--- config.mk ---
export PLATFORM = sky130hd
export DESIGN_NAME = ex_div
export DESIGN_NICKNAME = d
export VERILOG_FILES = /design/src/rtl/ex_div.sv
export SDC_FILE = /design/constraint.sdc
export NUM_CORES = 1
export LEC_CHECK = 0
export CORE_MARGIN = 5
export CORE_UTILIZATION = 50
export CTS_CLUSTER_DIAMETER = 50
export CTS_CLUSTER_SIZE = 16
export DETAILED_ROUTE_END_ITERATION = 7
export PLACE_DENSITY = 0.8
export SLEW_MARGIN = 10
export SYNTH_ARGS = -nofsm -noshare
export SYNTH_HDL_FRONTEND = slang
export SYNTH_SLANG_ARGS = --single-unit
--- constraint.sdc ---
create_clock -name clk -period 6.1 [get_ports clk]
set_input_delay 1.22 -clock clk [delete_from_list [all_inputs] [get_ports clk]]
set_output_delay 1.22 -clock clk [all_outputs]
set_load 0.005 [all_outputs]
--- src/rtl/ex_div.sv ---
// Iterative RV32M divide/remainder for the execute stage: restoring division,
// one quotient bit per cycle, result written straight to the register file.
module ex_div #(
    parameter int XLEN  = 32,
    parameter int CNT_W = 6
) (
    input  logic            clk,
    input  logic            rst,
    input  logic            start_i,
    input  logic [1:0]      op_i,
    input  logic [XLEN-1:0] dividend_i,
    input  logic [XLEN-1:0] divisor_i,
    input  logic [4:0]      rd_addr_i,
    input  logic            flush_i,
    output logic            busy_o,
    output logic [4:0]      reg_waddr_o,
    output logic [XLEN-1:0] reg_wdata_o,
    output logic            reg_wen_o
);

    typedef enum logic [1:0] {S_IDLE, S_CALC, S_DONE} state_t;

    state_t            r_state, w_next;
    logic [CNT_W-1:0]  r_cnt;
    logic [1:0]        r_op;
    logic [4:0]        r_rd;
    logic [XLEN-1:0]   r_rem, r_quot, r_dvsr;
    logic              r_qneg, r_rneg;
    logic [4:0]        r_waddr;
    logic [XLEN-1:0]   r_wdata;

    logic              w_signed, w_a_neg, w_b_neg, w_div0, w_ovf, w_special;
    logic [XLEN-1:0]   w_a_mag, w_b_mag, w_special_res;
    logic [XLEN:0]     w_rem_sh, w_diff;
    logic              w_ge, w_last;
    logic [XLEN-1:0]   w_rem_nx, w_quot_nx, w_q_fin, w_r_fin, w_result;

    // op_i[0]=0 selects the signed variants (DIV, REM)
    assign w_signed = ~op_i[0];
    assign w_a_neg  = w_signed & dividend_i[XLEN-1];
    assign w_b_neg  = w_signed & divisor_i[XLEN-1];
    assign w_a_mag  = w_a_neg ? -dividend_i : dividend_i;
    assign w_b_mag  = w_b_neg ? -divisor_i : divisor_i;

    assign w_div0    = (divisor_i == '0);
    assign w_ovf     = w_signed && (dividend_i == {1'b1, {(XLEN-1){1'b0}}}) && (divisor_i == '1);
    assign w_special = w_div0 | w_ovf;
    // Overflow DIV returns the dividend itself (0x80000000), overflow REM returns 0
    assign w_special_res = w_div0 ? (op_i[1] ? dividend_i : '1)
                                  : (op_i[1] ? '0 : dividend_i);

    // Shifted partial remainder is always < 2*divisor, so bit XLEN of the
    // 33-bit difference is a valid borrow/sign indicator.
    assign w_rem_sh  = {r_rem, r_quot[XLEN-1]};
    assign w_diff    = w_rem_sh - {1'b0, r_dvsr};
    assign w_ge      = ~w_diff[XLEN];
    assign w_rem_nx  = w_ge ? w_diff[XLEN-1:0] : w_rem_sh[XLEN-1:0];
    assign w_quot_nx = {r_quot[XLEN-2:0], w_ge};
    assign w_q_fin   = r_qneg ? -w_quot_nx : w_quot_nx;
    assign w_r_fin   = r_rneg ? -w_rem_nx : w_rem_nx;
    assign w_result  = r_op[1] ? w_r_fin : w_q_fin;
    assign w_last    = (r_cnt == CNT_W'(XLEN-1));

    always_comb begin
        w_next = r_state;
        if (flush_i) begin
            w_next = S_IDLE;
        end else begin
            case (r_state)
                S_IDLE:  if (start_i) w_next = w_special ? S_DONE : S_CALC;
                S_CALC:  if (w_last) w_next = S_DONE;
                S_DONE:  w_next = S_IDLE;
                default: w_next = S_IDLE;
            endcase
        end
    end

    always_ff @(posedge clk or negedge rst) begin
        if (!rst) begin
            r_state <= S_IDLE;
            r_cnt   <= '0;
            r_op    <= '0;
            r_rd    <= '0;
            r_rem   <= '0;
            r_quot  <= '0;
            r_dvsr  <= '0;
            r_qneg  <= 1'b0;
            r_rneg  <= 1'b0;
            r_waddr <= '0;
            r_wdata <= '0;
        end else begin
            r_state <= w_next;
            if (flush_i) begin
                r_cnt <= '0;
            end else begin
                case (r_state)
                    S_IDLE: if (start_i) begin
                        r_op   <= op_i;
                        r_rd   <= rd_addr_i;
                        r_rem  <= '0;
                        r_quot <= w_a_mag;
                        r_dvsr <= w_b_mag;
                        r_qneg <= w_a_neg ^ w_b_neg;
                        r_rneg <= w_a_neg;
                        r_cnt  <= '0;
                        if (w_special) begin
                            r_waddr <= rd_addr_i;
                            r_wdata <= w_special_res;
                        end
                    end
                    S_CALC: begin
                        r_rem  <= w_rem_nx;
                        r_quot <= w_quot_nx;
                        r_cnt  <= r_cnt + CNT_W'(1);
                        if (w_last) begin
                            r_waddr <= r_rd;
                            r_wdata <= w_result;
                        end
                    end
                    default: ;
                endcase
            end
        end
    end

    assign busy_o      = (r_state != S_IDLE);
    // x0 writes and flushed results never reach the register file
    assign reg_wen_o   = (r_state == S_DONE) && (r_rd != 5'd0) && !flush_i;
    assign reg_waddr_o = r_waddr;
    assign reg_wdata_o = r_wdata;

endmodule
==> metrics.txt, run 1 <==
status=finished, final reports clean; Power Internal=3950 uW; H-Tree Level Count=4; clock sink total=149; drt via density=6.25; CTS resizes=0; detailed-route wire length per cell=18.9 um; grt total ovfl=0; CP Capture Point=reg_wdata_o[30]; Post-Route WL=37,500 um; initial DRC count=1,287; Setup violations, final=0; RR Endpoint=reg_wdata_o[30]; CTS tree=yes; Root Buffer=clkbuf_16; die height=167 um; CP max-delay cell=a2111o_1; most frequent cells after synthesis=nand2_1 (169), a21oi_1 (161), o21ai_0 (160); hold_buf cts=0; number of synthesized flops with an enable pin=0; Hold Crit Start=reg_wdata_o[1]; FF+latch count, synth=149; clk slew on worst S/H paths=0.07 ns; routability cong.=0.951; first-pass GRT wire length=60,000 um; Top FF cell, synth=dfrtp_1; CP arrival=5.55 ns; Worst Hold Class=reg2reg; Mean Syn Cell Area=7.76 um2; IO buf count=113; CP required=6.41 ns; Yosys top cell by area=dfrtp_1; CP Capture Type=flop; Final nets=1,758; Worst Setup Start Kind=flop; Leak=0.00582 uW; Slew Viols, Final=0; sequential share of power=24.3%; fin crit share=85.8%; post-detail-place hpwl=28,100 um; max cap viols=0; crit path from=r_rem[2]; Post-CTS Setup Bufs=0; worst-case vdd ir drop=347 uV; Slew @ Worst Pin=1.14 ns; Hold Slack=0.495 ns; routed via count=12,386; Mapped Area=0.0124 mm2; Syn Nets=1,707; CP max stage delay=0.53 ns; worst path cell trace=ha_1 > a21oi_1 > a211o_1 > a2111o_1 > a21oi_4 > o21a_4 > nor2_8 > inv_4 > mux2i_1 > ha_1 > nand4_1 > nor3_1 > or2_2 > nand4_1 > o41ai_2 > xor2_1 > o22ai_1; Rel. slew slack=23.1%; worst-skew pair later-pin latency=0.44 ns; clock power share=14.2%; Core Region=0.0243 mm2; Area Overhead vs Synth=15.2%; area share of the largest cell type after synthesis=30.1%; fmax=191 MHz; ant diodes=0; minimum clock period=5.23 ns; Starting Density=50.9%; Hold Vio Cnt, Final=0; YS warnings=0; Reg2Reg Depth=17; CP Max Fanout=15; register area share after synthesis=30.1%; Area contributors post-synth=dfrtp_1 (30%), a21oi_1 (6.5%), o21ai_0 (6.5%); TNS Setup=0 ns; switching power=3940 uW; Setup CP Type=reg2reg; initial antenna violation count=0; combinational power share=61.5%; Layout fillers=2,144; total track usage=25.8%; Syn Inst Count=1,593; clock skew=0.0102 ns; DRT antenna net count=0; sw frac=49.9%; I/O Pins=114; first drt pass iteration count=7; cts bufs inserted=17; Reg-to-Reg Start=r_rem[2]; vias in the first global route=11,725; # DRC=0; Core Rows=57; largest net degree at the start of global routing=96; Clock Tree Buf Depth=2; Yosys cell types=100; die width=167 um; RSZ-0062 raised after global routing=no; worst reg2reg setup slack=0.87 ns; layout cells sized above 1=6.64%; count leader, synth=nand2_1; Cell Pwr Density=554 mW/mm2; die area=0.0280 mm2; ys async rst share=100%
==> state kept, by name, indices dropped and copies added (netlist names), 2 cells and up <==
signal / cells
r_rem: 32
reg_waddr_o: 5
reg_wdata_o: 32
r_quot: 32
r_dvsr: 32
r_cnt: 6
r_rd: 5
r_state: 2
==> power groups by stage <==
stage	logic, uW	clock network [uW]	registers [uW]
floorplan	3600	0	1720
global placement	4650	0	1890
detailed placement	4740	0	1900
CTS	4780	1120	1890
global route	5330	1160	1960
finish	4850	1120	1910
==> stage by stage <==
stage	setup WS, ns	cell area, um2	total power (uW)	std cells	util [%]
2_1_floorplan	1.51	12400	5310	1593	-
3_3_place_gp	1.17	13600	6540	1949	56.1
3_5_place_dp	1.05	13600	6650	1949	56.1
4_1_cts	0.999	14200	7790	1981	58.6
5_1_grt	0.613	14200	8450	1981	58.6
6_report	0.869	14200	7890	1981	58.6
==> layer usage <==
layer  GRT usage, %  share of wire (%)  vias to the layer above
met5              0                  0                        -
met2           44.0                 49                      544
met3           3.18                6.4                      104
met4           10.3                3.7                        0
met1           33.6                 41                     5859
li1               -                  -                     5879
==> logic make-up (layout without fill, tap and decap cells) <==
family          count (synthesis)  after routing  share of synthesized area (%)
simple gates                  540            540                           20.8
compound gates                550            550                           28.2
flops                         149            149                           30.1
buf+inv                       159            223                           5.24
mux                            33             33                           2.87
xor+xnor                      123            123                           8.71
fa+ha+maj                      39             39                           4.01
==> cell type report <==
cell class | count | area [um2] | share of cell area [%]
clock buffers | 17 | 425 | 2.99
inverters | 59 | 224 | 1.57
repair buffers | 132 | 1270 | 8.95
flip-flops and latches | 149 | 3730 | 26.2
well taps | 324 | 405 | 2.85
clock inverters | 15 | 180 | 1.26
multi-input cells | 1285 | 8010 | 56.2
==> critical path: cells and delay by family, from the launching register on <==
| kind | cells | cell delay [ns] |
|---|---|---|
| adders and majority gates | 2 | 0.76 |
| AOI/OAI and AO/OA | 7 | 2.05 |
| muxes | 1 | 0.31 |
| xor gates and xnor gates | 1 | 0.24 |
| and+or+nand+nor | 5 | 1.15 |
| buffers and inverters | 1 | 0.10 |
| DFF | 1 | 0.48 |
==> cell usage in the layout (no fill, tap or decap), types with 9 or more instances in the layout <==
cell / n
nor4_1: 17
dfrtp_1: 149
xor2_1: 60
or3_1: 22
mux2i_1: 20
mux2_2: 10
nand2_1: 169
o41ai_1: 12
or2_2: 11
a21oi_1: 161
nand3_1: 23
o22ai_1: 12
a31oi_1: 25
o21ai_1: 9
ha_1: 38
buf_4: 19
o31ai_1: 33
o21ai_0: 160
nor3_1: 45
a211oi_1: 11
clkdlybuf4s50_1: 112
o211ai_1: 15
nand2b_1: 12
nand4_1: 24
inv_1: 57
clkbuf_16: 17
nor2_1: 158
a21o_1: 25
xnor2_1: 63
==> worst min-delay path by stage <==
stage	endpoint	cells past startpoint	slack [ns]
final	reg_wdata_o[1]	2	0.50
after global routing	reg_wdata_o[2]	2	0.52
after floorplan	r_cnt[5]	1	0.45
after detailed placement	reg_wdata_o[1]	2	0.48
after global placement	reg_wdata_o[1]	2	0.47
after CTS	reg_wdata_o[1]	2	0.50
Note: power is estimated with default switching activity, not from simulation.
==> run 2, diff against run 1 <==
MAX_ROUTING_LAYER = met4   (was not set)
==> run 2 against run 1 <==
Cell area decreased by 0.26%; combinational power about the same; final cell count unchanged; critical path depth unchanged; clock skew increased by 0.0014 ns; clock power decreased by 6%; utilization decreased by 0.15 points; flip-flop and latch count unchanged; highest routed layer unchanged.
==> metrics.txt, run 2 (synthesized netlist as in run 1, its figures left out) <==
# DRC=0 (unchanged); H-Tree Level Count=4 (unchanged); TNS Setup=0 ns (unchanged); Slew @ Worst Pin=1.03 ns (-0.109 ns); die height=167 um (unchanged); layout cells sized above 1=6.64% (unchanged); hold path endpoint=r_cnt[5]; met2 usage=44.1% (+0.088 points); met1 GRT Util=34.7% (+1.1 points); hold_buf cts=0 (unchanged); Area Overhead vs Synth=14.9%; fin crit share=84.6% (-1.2 points); minimum clock period=5.16 ns (-0.0734 ns); RR Endpoint=reg_wdata_o[30]; worst path cell trace=ha_1 > a21oi_1 > a211o_1 > a2111o_1 > a21oi_4 > o21a_4 > nor2_8 > inv_4 > mux2i_1 > ha_1 > nand4_1 > nor3_1 > or2_2 > nand4_1 > o41ai_2 > xor2_1 > o22ai_1; Rel. slew slack=31.2% (+8.0 points); routability cong.=0.964 (+1.4%); CP arrival=5.47 ns (-0.08 ns); Hold Crit Start=r_cnt[5]; total track usage=26.9% (+1.1 points); worst-skew pair later-pin latency=0.44 ns (about the same); vias in the first global route=11,734 (+0.077%); initial antenna violation count=0 (unchanged); worst reg2reg setup slack=0.94 ns (+0.07 ns); detailed-route wire length per cell=19.0 um (+0.13%); ant diodes=0 (unchanged); GRT Max-Usage Layer=met2; Slew Viols, Final=0 (unchanged); Root Buffer=clkbuf_16; RSZ-0062 raised after global routing=no; Layout fillers=2,261 (+5.5%); CP Max Fanout=15 (unchanged); Cells on Worst Hold Path=1 (-1); cts bufs inserted=17 (unchanged); Final Util=58.4% (-0.15 points); die area=0.0280 mm2 (unchanged); fmax=194 MHz (+1.4%); Worst Hold Class=reg2reg; clk slew on worst S/H paths=0.07 ns (about the same); Clock Tree Buf Depth=2 (unchanged); Hold Vio Cnt, Final=0 (unchanged); IO buf count=113 (unchanged); CP required=6.41 ns (about the same); first drt pass iteration count=6 (-1); die width=167 um (unchanged); DRT antenna net count=0 (unchanged); clock skew=0.0116 ns (+0.00142 ns); Reg2Reg Depth=17 (unchanged); Worst Setup Start Kind=flop; I/O Pins=114 (unchanged); max cap viols=0 (unchanged); Setup violations, final=0 (unchanged); post-detail-place hpwl=28,100 um (+0.20%); commonest non-fill, non-tap cell in the layout=nand2_1; grt total ovfl=0 (unchanged); Setup CP Type=reg2reg; initial DRC count=1,092 (-15%); Post-CTS Setup Bufs=0 (unchanged); Core Rows=57 (unchanged); worst-case vdd ir drop=263 uV (-24%); Final nets=1,758 (unchanged); Reg-to-Reg Start=r_rem[2]; clock sink total=149 (unchanged); CP max-delay cell=a2111o_1; drt via density=6.26 (about the same); most frequent cells in the layout=nand2_1 (169), a21oi_1 (161), o21ai_0 (160); Post-Route WL=37,600 um (+0.13%); routed via count=12,393 (+0.057%); Cell Pwr Density=549 mW/mm2 (-0.91%); Starting Density=50.9% (unchanged); Leak=0.00579 uW (-0.37%); Core Region=0.0243 mm2 (unchanged); largest net degree at the start of global routing=96 (unchanged); CP Capture Type=flop; CTS tree=yes; CTS resizes=0 (unchanged); first-pass GRT wire length=60,700 um (+1.3%); status=finished, final reports clean; CP max stage delay=0.52 ns (about the same); met3 GRT Util=3.32% (+0.14 points)
==> run 2: cell count changes in the layout (fill, tap and decap cells not counted), sizes merged <==
cell | before | now
inv | 70 | 65
clkinvlp | 0 | 1
clkinv | 2 | 7
bufinv | 2 | 1
==> run 2: worst max path at each step <==
stage                             start               to  slack [ns]  cells after the start
after global placement    dividend_i[5]  reg_wdata_o[31]        1.07                     12
after global routing           r_rem[2]  reg_wdata_o[26]        0.55                     18
after detailed placement  dividend_i[5]  reg_wdata_o[31]        1.03                     12
after CTS                      r_rem[2]  reg_wdata_o[30]        1.03                     17
after floorplan              r_quot[31]  reg_wdata_o[30]        1.51                     24
final                          r_rem[2]  reg_wdata_o[30]        0.94                     17
==> run 2: worst max-delay path, delay by kind of cell, from the launching register on <==
| kind | cells | cell delay [ns] |
|---|---|---|
| AND/OR/NAND/NOR | 5 | 1.13 |
| adder cells (fa/ha/maj) | 2 | 0.76 |
| AO/OA/AOI/OAI | 7 | 2.01 |
| multiplexers | 1 | 0.31 |
| XOR/XNOR | 1 | 0.24 |
| buffers and inverters | 1 | 0.09 |
| flip-flops | 1 | 0.49 |
==> run 2: cell type report <==
class                      instances  area (um2)  share of cell area (%)
tap                              324         405                    2.85
sequential                       149        3730                    26.2
clock inverter                    15         143                    1.00
inverter                          59         224                    1.58
clock buffer                      17         425                    2.99
multi-input combinational       1285        8010                    56.4
timing repair buffer             132        1270                    8.97
==> run 2: where the power goes <==
| part | internal (uW) | switching, uW | leakage [uW] |
|---|---|---|---|
| Combinational | 1920 | 2930 | 0.00366 |
| Sequential | 1410 | 479 | 0.00185 |
| Clock | 571 | 484 | 0.000281 |
==> run 2: metrics by stage <==
stage | instance area, um2 | cells | hold slack [ns] | setup slack (ns) | total power, uW
floorplan | 12400 | 1593 | 0.451 | 1.51 | 5310
global placement | 13600 | 1949 | 0.469 | 1.07 | 6570
detailed placement | 13600 | 1949 | 0.478 | 1.03 | 6660
CTS | 14200 | 1981 | 0.492 | 1.03 | 7730
global route | 14200 | 1981 | 0.502 | 0.554 | 8390
finish | 14200 | 1981 | 0.486 | 0.942 | 7800
==> run 2: routing by layer <==
metal	vias to the layer above	routed length [um]
met2	445	18100
met3	101	2110
li1	5881	-
met1	5966	16100
met5	-	0
met4	0	1270
==> run 3, diff against run 2 <==
PLACE_DENSITY = 0.83   (was 0.8)
clock period = 4.52 ns   (was 6.1 ns; I/O delays follow)
==> run 3 against run 2 <==
Combinational power increased by 46%; worst hold slack worse by 0.0086 ns; utilization increased by 1.7 points; count of clock-buffer cells in the layout is the same; via count is 2.4% higher; critical path depth is 2 higher; total power is 41% higher.
==> metrics.txt, run 3 (synthesized netlist as in run 1, its figures left out) <==
Layout fillers=2,083 (-7.9%); status=finished, final reports clean; die width=167 um (unchanged); routability cong.=0.975 (+1.2%); worst-skew pair later-pin latency=0.44 ns (about the same); Placed Cells=1,983 (+1.7%); IO buf count=113 (unchanged); Reg2Reg Depth=19 (+2); met2 usage=43.8% (-0.26 points); vias in the first global route=12,056 (+2.7%); clock skew=0.0127 ns (+0.00109 ns); Cells on Worst Hold Path=2 (+1); Root Buffer=clkbuf_16; max cap viols=0 (unchanged); fin crit share=95.6% (+11 points); Hold Slack=0.477 ns (-0.00860 ns); minimum clock period=4.32 ns (-0.838 ns); die height=167 um (unchanged); met3 GRT Util=4.01% (+0.68 points); most frequent cells in the layout=nand2_1 (169), o21ai_0 (160), a21oi_1 (158), nor2_1 (158), dfrtp_1 (149); layout cells sized above 1=9.75% (+3.1 points); CP Capture Type=flop; CP Max Fanout=6 (-9); fmax=232 MHz (+19%); ant diodes=0 (unchanged); Cell Pwr Density=755 mW/mm2 (+38%); Leak=0.00599 uW (+3.5%); Clock Tree Buf Depth=2 (unchanged); Final nets=1,804 (+2.6%); cts bufs inserted=17 (unchanged); Rel. slew slack=32.5% (+1.3 points); Worst Hold Class=reg2reg; first-pass GRT wire length=61,000 um (+0.45%); GRT Max-Usage Layer=met2; H-Tree Level Count=4 (unchanged); clk slew on worst S/H paths=0.07 ns (about the same); first drt pass iteration count=6 (unchanged); routed via count=12,694 (+2.4%); Reg area=0.00373 mm2 (unchanged); total track usage=27.1% (+0.17 points); Slew Viols, Final=0 (unchanged); Area Overhead vs Synth=18.1%; CTS tree=yes; Hold Vio Cnt, Final=0 (unchanged); # DRC=0 (unchanged); clock sink total=149 (unchanged); CP arrival=4.64 ns (-0.83 ns); area of the multi-input gates=0.00806 mm2 (+0.66%); Post-Route WL=38,600 um (+2.7%); Starting Density=50.9% (unchanged); Core Region=0.0243 mm2 (unchanged); initial DRC count=1,340 (+23%); Slew @ Worst Pin=1.01 ns (-0.0197 ns); grt total ovfl=0 (unchanged); non-filler cells, final=2,027 (+2.3%); DRT antenna net count=0 (unchanged); post-detail-place hpwl=28,700 um (+2.0%); worst-case vdd ir drop=424 uV (+61%); detailed-route wire length per cell=19.0 um (+0.33%); initial antenna violation count=0 (unchanged); Setup CP Type=reg2reg; met1 GRT Util=33.4% (-1.3 points); Core Rows=57 (unchanged); worst reg2reg setup slack=0.20 ns (-0.74 ns); hold_buf cts=0 (unchanged); drt via density=6.26 (+0.10%); CP required=4.85 ns (-1.56 ns); I/O Pins=114 (unchanged); Worst Setup Start Kind=flop; Setup violations, final=0 (unchanged); commonest non-fill, non-tap cell in the layout=nand2_1; largest net degree at the start of global routing=93 (-3.1%); die area=0.0280 mm2 (unchanged)
-- run 3: stage by stage --
stage	power, uW	instance area [um2]	util (%)	setup TNS, ns	worst slack, ns
6_report	11000	14600	60.1	0	0.200
5_1_grt	11800	14600	60.1	-0.0428	-0.0194
3_3_place_gp	9060	13900	57.3	0	0.190
4_1_cts	10600	14500	59.5	0	0.0551
2_1_floorplan	7170	12400	-	0	0.00304
3_5_place_dp	9210	13900	57.3	-0.00807	-0.00807
-- run 3: metal layers --
layer / wire length (um) / vias to the layer above
met3: 2560 / 131
met1: 15500 / 6003
met4: 1880 / 0
met5: 0 / -
li1: - / 5974
met2: 18600 / 586
-- run 3: repair_timing --
item                       4_1_cts  5_1_grt
setup endpoints to repair        1        9
gates cloned                     0        0
pin swaps                        0       14
resized for setup                1       13
buffers inserted                 0       12
-- run 3: layout make-up --
cell class              instances  area share (%)
multi-input cells            1285            55.2
flip-flops and latches        149            25.5
repair buffers                178            11.2
clock buffers                  17            2.91
well taps                     324            2.77
inverters                      59            1.57
clock inverters                15           0.822
-- run 3: worst paths after layout --
check	from	endpoint
max in group asynchronous	rst	r_dvsr[28]
min in group asynchronous	rst	r_quot[5]
worst min-delay path	reg_wdata_o[2]	reg_wdata_o[2]
worst max register to register	r_rem[20]	reg_wdata_o[18]
worst min register to register	reg_wdata_o[2]	reg_wdata_o[2]
worst max-delay path	r_rem[20]	reg_wdata_o[18]
-- run 3: worst max-delay path, stage by stage (launching register included) --
cell      delay, ns
dfrtp_1        0.42
ha_1           0.37
a21oi_1        0.32
o211ai_1       0.20
a211oi_2       0.38
o31ai_4        0.16
o21a_4         0.26
nor2_8         0.14
inv_8          0.05
buf_4          0.13
a21oi_2        0.17
ha_2           0.21
nand4_1        0.11
nor3_2         0.26
buf_4          0.17
o211ai_1       0.15
o31ai_2        0.27
xnor2_1        0.16
a21oi_1        0.08
o22a_1         0.19
-- run 3: report_power, final --
group	internal, uW	switching [uW]	total, uW
clock network	715	656	1370
registers	1900	663	2560
logic	2930	4160	7090
